--- config.mk ---
export PLATFORM = sky130hd
export DESIGN_NAME = game_flow_controller
export DESIGN_NICKNAME = d
export VERILOG_FILES = /design/src/rtl/game_flow_controller_pkg.sv /design/src/rtl/game_flow_controller_frame_delay_counter.sv /design/src/rtl/game_flow_controller.sv
export SDC_FILE = /design/constraint.sdc
export NUM_CORES = 1
export LEC_CHECK = 0
export ABC_AREA = 1
export BUFFER_PORTS_ARGS = -buffer_cell sky130_fd_sc_hd__clkbuf_2
export CAP_MARGIN = 20
export CORE_AREA = 5 5 88 90
export CTS_BUF_LIST = sky130_fd_sc_hd__clkbuf_4 sky130_fd_sc_hd__clkbuf_8
export DETAILED_ROUTE_END_ITERATION = 8
export DIE_AREA = 0 0 93 95
export PLACE_DENSITY_LB_ADDON = 0.25
export RECOVER_POWER = 25
export SETUP_SLACK_MARGIN = 0.15
export SYNTH_ARGS = -nofsm -noshare
export SYNTH_HDL_FRONTEND = slang
export SYNTH_SLANG_ARGS = --single-unit
--- constraint.sdc ---
create_clock -name i_Clk -period 2.8 [get_ports i_Clk]
set_input_delay 0.84 -clock i_Clk [delete_from_list [all_inputs] [get_ports i_Clk]]
set_output_delay 0.84 -clock i_Clk [all_outputs]
set_load 0.02 [all_outputs]
--- src/rtl/game_flow_controller_pkg.sv ---
// Shared constants, state encoding and helpers for the Frogger game-flow sequencer.
package game_flow_controller_pkg;

  localparam logic [2:0] c_ST_IDLE      = 3'd0;
  localparam logic [2:0] c_ST_PLAY      = 3'd1;
  localparam logic [2:0] c_ST_HIT       = 3'd2;
  localparam logic [2:0] c_ST_GOAL      = 3'd3;
  localparam logic [2:0] c_ST_GAME_OVER = 3'd4;

  // Tile row the frog must reach; the movement stage compares frog Y against it.
  localparam int c_GOAL_ROW_Y = 1;

  localparam int c_HIT_FRAMES  = 60;
  localparam int c_GOAL_FRAMES = 30;
  localparam int c_OVER_FRAMES = 120;

  typedef enum logic [2:0] {
    ST_IDLE      = c_ST_IDLE,
    ST_PLAY      = c_ST_PLAY,
    ST_HIT       = c_ST_HIT,
    ST_GOAL      = c_ST_GOAL,
    ST_GAME_OVER = c_ST_GAME_OVER
  } state_t;

  // Frames per car pixel step: faster at higher levels, never below one frame.
  function automatic logic [3:0] car_speed(input logic [3:0] level);
    if (level >= 4'd9) return 4'd1;
    else return 4'd10 - level;
  endfunction

endpackage

--- src/rtl/game_flow_controller_frame_delay_counter.sv ---
// Saturating 8-bit frame-tick counter shared by the HIT, GOAL and GAME_OVER delays.
module game_flow_controller_frame_delay_counter (
  input  logic       i_Clk,
  input  logic       i_Rst,
  input  logic       i_Clear,
  input  logic       i_Frame_Tick,
  input  logic [7:0] i_Target,
  output logic       o_Done,
  output logic       o_Reach
);

  logic [7:0] count_q;

  // Count frame ticks; clear wins, and the count holds at 255 instead of wrapping.
  always_ff @(posedge i_Clk or posedge i_Rst) begin
    if (i_Rst) begin
      count_q <= 8'd0;
    end else if (i_Clear) begin
      count_q <= 8'd0;
    end else if (i_Frame_Tick && (count_q != 8'hFF)) begin
      count_q <= count_q + 8'd1;
    end
  end

  // Done: target ticks already elapsed. Reach: this tick is the one that hits the target.
  assign o_Done  = (count_q >= i_Target);
  assign o_Reach = i_Frame_Tick && (({1'b0, count_q} + 9'd1) >= {1'b0, i_Target});

endmodule

--- src/rtl/game_flow_controller.sv ---
// Game-level sequencer: start screen, lives, level/score tracking, freeze and respawn control.
//
// state     | meaning
// IDLE      | start screen, waiting for a start edge
// PLAY      | frog and cars moving, collision/goal sampled every cycle
// HIT       | frozen after a collision for HIT_FRAMES ticks
// GOAL      | frozen after reaching the goal for GOAL_FRAMES ticks
// GAME_OVER | no lives left; restart accepted after OVER_FRAMES ticks
module game_flow_controller
  import game_flow_controller_pkg::*;
#(
  parameter int START_LIVES = 3,
  parameter int MAX_LEVEL   = 9,
  parameter int HIT_FRAMES  = c_HIT_FRAMES,
  parameter int GOAL_FRAMES = c_GOAL_FRAMES,
  parameter int OVER_FRAMES = c_OVER_FRAMES,
  parameter int SCORE_MAX   = 99
) (
  input  logic       i_Clk,
  input  logic       i_Rst,
  input  logic       i_Frame_Tick,
  input  logic       i_Start,
  input  logic       i_Has_Collided,
  input  logic       i_Frog_At_Goal,
  output logic [2:0] o_State,
  output logic       o_Frog_Respawn,
  output logic       o_Freeze,
  output logic [1:0] o_Lives,
  output logic [3:0] o_Level,
  output logic [3:0] o_Car_Speed,
  output logic [6:0] o_Score,
  output logic       o_Game_Over
);

  state_t     state_q, state_d;
  logic [1:0] lives_q, lives_d;
  logic [3:0] level_q, level_d;
  logic [6:0] score_q, score_d;
  logic       respawn_q, respawn_d;
  logic       freeze_q, freeze_d;
  logic       game_over_q, game_over_d;
  logic       start_q;
  logic       start_edge;
  logic       delay_clear;
  logic       delay_done;
  logic       delay_reach;
  logic [7:0] delay_target;

  // Start register resets high so a switch already held at reset is not an edge.
  assign start_edge = i_Start & ~start_q;

  // Pick the delay length for whichever frozen state is active.
  always_comb begin
    delay_target = 8'(OVER_FRAMES);
    case (state_q)
      ST_HIT:  delay_target = 8'(HIT_FRAMES);
      ST_GOAL: delay_target = 8'(GOAL_FRAMES);
      default: delay_target = 8'(OVER_FRAMES);
    endcase
  end

  // Counter restarts on every state entry.
  assign delay_clear = (state_d != state_q);

  game_flow_controller_frame_delay_counter u_delay (
    .i_Clk        (i_Clk),
    .i_Rst        (i_Rst),
    .i_Clear      (delay_clear),
    .i_Frame_Tick (i_Frame_Tick),
    .i_Target     (delay_target),
    .o_Done       (delay_done),
    .o_Reach      (delay_reach)
  );

  // Next-state, game counters and the registered output values.
  always_comb begin
    state_d   = state_q;
    lives_d   = lives_q;
    level_d   = level_q;
    score_d   = score_q;
    respawn_d = 1'b0;
    case (state_q)
      ST_IDLE: begin
        if (start_edge) begin
          state_d   = ST_PLAY;
          respawn_d = 1'b1;
          lives_d   = 2'(START_LIVES);
          level_d   = 4'd1;
          score_d   = 7'd0;
        end
      end
      ST_PLAY: begin
        // Collision has priority over a simultaneous goal.
        if (i_Has_Collided) begin
          state_d = ST_HIT;
          if (lives_q != 2'd0) lives_d = lives_q - 2'd1;
        end else if (i_Frog_At_Goal) begin
          state_d = ST_GOAL;
          if (score_q < 7'(SCORE_MAX)) score_d = score_q + 7'd1;
          if (level_q < 4'(MAX_LEVEL)) level_d = level_q + 4'd1;
        end
      end
      ST_HIT: begin
        if (delay_reach) begin
          if (lives_q == 2'd0) begin
            state_d = ST_GAME_OVER;
          end else begin
            state_d   = ST_PLAY;
            respawn_d = 1'b1;
          end
        end
      end
      ST_GOAL: begin
        if (delay_reach) begin
          state_d   = ST_PLAY;
          respawn_d = 1'b1;
        end
      end
      ST_GAME_OVER: begin
        if (start_edge && delay_done) begin
          state_d   = ST_PLAY;
          respawn_d = 1'b1;
          lives_d   = 2'(START_LIVES);
          level_d   = 4'd1;
          score_d   = 7'd0;
        end
      end
      default: state_d = ST_IDLE;
    endcase
    freeze_d    = (state_d != ST_PLAY);
    game_over_d = (state_d == ST_GAME_OVER);
  end

  // State, game counters and output registers.
  always_ff @(posedge i_Clk or posedge i_Rst) begin
    if (i_Rst) begin
      state_q     <= ST_IDLE;
      lives_q     <= 2'(START_LIVES);
      level_q     <= 4'd1;
      score_q     <= 7'd0;
      respawn_q   <= 1'b0;
      freeze_q    <= 1'b1;
      game_over_q <= 1'b0;
      start_q     <= 1'b1;
    end else begin
      state_q     <= state_d;
      lives_q     <= lives_d;
      level_q     <= level_d;
      score_q     <= score_d;
      respawn_q   <= respawn_d;
      freeze_q    <= freeze_d;
      game_over_q <= game_over_d;
      start_q     <= i_Start;
    end
  end

  assign o_State        = state_q;
  assign o_Frog_Respawn = respawn_q;
  assign o_Freeze       = freeze_q;
  assign o_Lives        = lives_q;
  assign o_Level        = level_q;
  assign o_Score        = score_q;
  assign o_Game_Over    = game_over_q;
  assign o_Car_Speed    = car_speed(level_q);

endmodule
==> summary.md <==
| Metric | Value |
|---|---|
| PD cells | `887.1 nW/um^2` |
| Final cell count without fillers | `378` |
| Worst setup SP type | `flip-flop` |
| Vias per cell | `4.622` |
| Die Wd | `93 um` |
| Main combinational cell family by area after synthesis | `simple AND/OR/NAND/NOR gates` |
| CTS clk-pin slew, worst paths | `0.10 ns` |
| R2r endpoint | `u_delay.count_q[6]$_DFFE_PP0P_` |
| Antenna cells | `0` |
| First-pass DRT Iterations | `4` |
| Setup_tns | `0 ns` |
| Post-DRT Antenna Nets | `0` |
| Yosys warns | `0` |
| Reg2reg path depth | `15` |
| Skew final | `0.002745 ns` |
| Share of cells above drive strength 1 | `22.97%` |
| Final Critical Period | `2.499 ns` |
| 1st-iter DRT viols | `70` |
| H-tree depth | `1` |
| Worst-path maximum fanout | `4` |
| Most frequent cells in the layout | `65 x nand2_1, 31 x nor2_1, 30 x inv_1` |
| Relative slew slack | `-5.208%` |
| Outcome | `complete, but fails checks` |
| Clk network pwr share | `12.6%` |
| Post-Syn Area | `1972 um^2` |
| Final hold vios | `0` |
| Synth Area in XOR/XNOR | `approximately 4.4%` |
| Hold Path Depth | `2` |
| Die ar. | `8835 um^2` |
| Post-synthesis simple-gate area fraction | `31.15%` |
| Hold Crit Start | `o_Lives[1]$_DFFE_PP1P_` |
| Clock Sink Count | `28` |
| Drt drc | `0` |
| Worst-skew pair later-pin latency | `0.28 ns` |
| Final setup viols | `0` |
| Number of antenna violations at the first check in global routing | `0` |
| FMAX | `400.1 MHz` |
| Top-level I/O count | `29` |
| HPWL after DPL | `3513 um` |
| Post-Syn Area per Cell | `7.555 um^2` |
| Hold Path Sink | `o_Lives[1]$_DFFE_PP1P_` |
| Slowest stage delay, CP | `0.56 ns` |
| Post-synthesis mux area share | `0.5076%` |
| Reg2Reg Launch Point | `u_delay.count_q[0]$_DFFE_PP0P_` |
| Dpl cells | `371` |
| Number of global-route vias before repair | `1667` |
| Crit-path cells | `inv_1 > ha_1 > a21oi_2 > a21oi_1 > inv_1 > nor2_1 > clkbuf_2` |
| Worst Path Arrival | `1.66 ns` |
| Grt total ovfl | `0` |
| Root Driver | `clkbuf_8` |
| Compound-cell area share of the yosys netlist | `10.85%` |
| Total GRT Usage | `between 10 and 15%` |
| Syn-to-layout area delta | `16.69%` |
| Clock buffer depth | `2` |
| Hold Path Class | `reg2reg` |
| Leakage Power | `between 0.001 and 0.0015 uW` |
| CTS tree | `built` |
| Seq pwr share | `between 30% and 40%` |
| Gate power share | `55.6%` |
| Sw power | `about 1000 uW` |
| Crit Path Category | `reg2out` |
| Via count | `between 1500 and 2000` |
| Drt total wl | `4474 um` |
| Wire per inst | `11.84 um` |
| Most common cell after layout, fill and taps aside | `nand2_1` |
| Row count | `31` |
| Sum of buffers and inverters on the critical path | `3` |
| Worst path required time | `1.96 ns` |
| Sw Share | `49.45%` |
| Failing checks | `max-capacitance violations, max-slew violations` |
| CP most frequent cell | `inv_1` |
| P_int | `approximately 1000 uW` |
| Critical-path top delay cell | `dfstp_2` |
| First-pass GRT wire length | `roughly 7800 um` |
| Synthesized instance count | `261` |
| CTS Hold Bufs | `0` |
| Num CTS Buffers | `3` |
| Critical Path Sink Type | `output port` |
| RSZ-0062 raised after global routing | `false` |
| Tcrit/Tclk final | `89.26%` |
| Synth Area in Adders | `9.518%` |
| Flop-to-flop setup slack | `0.40 ns` |
| Placer Congestion | `roughly 0.80` |
| Syn nets | `roughly 280` |
| Worst-margin pin slew | `1.578 ns` |
| Largest net degree at the start of global routing | `29` |
| Max-capacitance violation count | `1` |
| Register bit total from synthesis | `28` |
| Port Buffer Count | `28` |
| Layout Nets | `318` |
| Core Footprint | `between 6000 and 7000 um^2` |
| Distinct cells, synth | `34` |
| Crit path max-delay family | `flip-flops` |
| Post-synthesis sequential area ratio | `a little over a third` |
| Total power | `between 2000 and 2500 uW` |
| Peak supply drop | `0.3774 mV` |
| Slew Limit Fails | `29` |
| Die H | `approximately 95 um` |
| Starting Density | `28.24%` |
==> stage by stage <==
step | cell area [um^2] | worst slack [ns] | hold WS, ns | util [%]
final | 2301 | 0.3008 | 0.4972 | 32.96
after global routing | 2301 | 0.1606 | 0.5204 | 32.96
after CTS | 2272 | 0.1590 | 0.5009 | 32.54
after detailed placement | 2217 | 0.1984 | 0.4793 | 31.76
after global placement | 2217 | 0.1744 | 0.4789 | 31.76
after floorplan | 1972 | 0.5980 | 0.5157 | -
==> worst register-to-register path, stage by stage (launching register included) <==
cell and delay, ns:
dfrtp_2 0.42, ha_1 0.20, nand2_1 0.08, nor2_1 0.13
nand2_1 0.08, xor2_1 0.16, ha_1 0.30, a21oi_1 0.14
nand2_1 0.07, nor2_2 0.11, nand2_2 0.09, nand4_4 0.09
nand3_2 0.10, nand2_2 0.10, nand3_4 0.12, nor2_1 0.12
==> metal layers <==
metal	wire, um	global-route usage, %	up-vias
li1	-	-	913
met1	2164	14.40	789
met2	2046	17.94	36
met3	148	1.833	9
met4	114	4.396	0
met5	0	0	-
==> synth_stat cells (all sizes together) <==
library cell	instances	area, um^2
nand4	7	58.81
o31ai	1	7.510
o21a	1	7.510
o41ai	2	17.52
nand2	71	284.0
a21oi	13	68.82
nand3	12	77.58
nor3	4	31.28
buf	2	12.51
inv	36	135.1
mux2i	1	10.01
xnor2	1	8.760
o211ai	1	7.510
nor2	36	150.2
dfstp	5	131.4
ha	15	187.7
or2	2	12.51
xor2	9	78.83
o22ai	1	20.02
dfrtp	23	575.6
clkinv	1	3.750
o21ai	17	85.08
==> cell type report <==
type                    count  area, um^2
inverters                  37       138.9
repair buffers             33       172.7
clock buffers               4       55.05
well taps                  82       102.6
fillers                   762        4681
multi-input cells         194        1122
flip-flops and latches     28       709.4
==> worst max-delay path by stage <==
stage / startpoint / to / slack, ns / cells past startpoint
finish: o_Level[0]$_DFFE_PP1P_ / o_Car_Speed[3] / 0.30 / 7
global route: u_delay.count_q[0]$_DFFE_PP0P_ / u_delay.count_q[5]$_DFFE_PP0P_ / 0.16 / 15
CTS: o_Level[0]$_DFFE_PP1P_ / o_Car_Speed[3] / 0.16 / 7
detailed placement: o_State[1]$_DFF_PP0_ / o_Score[3]$_DFFE_PP0P_ / 0.20 / 15
global placement: o_State[1]$_DFF_PP0_ / o_Score[5]$_DFFE_PP0P_ / 0.17 / 15
floorplan: u_delay.count_q[0]$_DFFE_PP0P_ / u_delay.count_q[1]$_DFFE_PP0P_ / 0.60 / 14
==> cell families (layout without fill, tap and decap cells) <==
family                     count (synthesis)  count (layout)
and+or+nand+nor                          132             132
buffers and inverters                     39              74
AOI/OAI and AO/OA                         36              36
DFF                                       28              28
adders and majority gates                 15              15
xor gates and xnor gates                  10              10
muxes                                      1               1
==> state kept, by name, summed over array words and instances (netlist names) <==
signal           flops
o_Lives              2
u_delay.count_q      8
o_Freeze             1
start_q              1
o_Frog_Respawn       1
o_State              3
o_Score              7
o_Level              4
o_Game_Over          1
==> power by group through the flow <==
stage | logic [uW] | registers, uW | clock network (uW)
3_3_place_gp | 1100 | 666 | 0
2_1_floorplan | 790 | 698 | 0
3_5_place_dp | 1100 | 666 | 0
4_1_cts | 1110 | 656 | 270
5_1_grt | 1310 | 670 | 283
6_report | 1140 | 647 | 258
==> what timing repair did <==
| item | CTS | global route |
|---|---|---|
| buffers inserted | 0 | 3 |
| resized for setup | 0 | 5 |
| endpoints found under the hold margin | 0 | 0 |
| setup endpoints to repair | 0 | 24 |
Power figures use the tool's default switching activity.
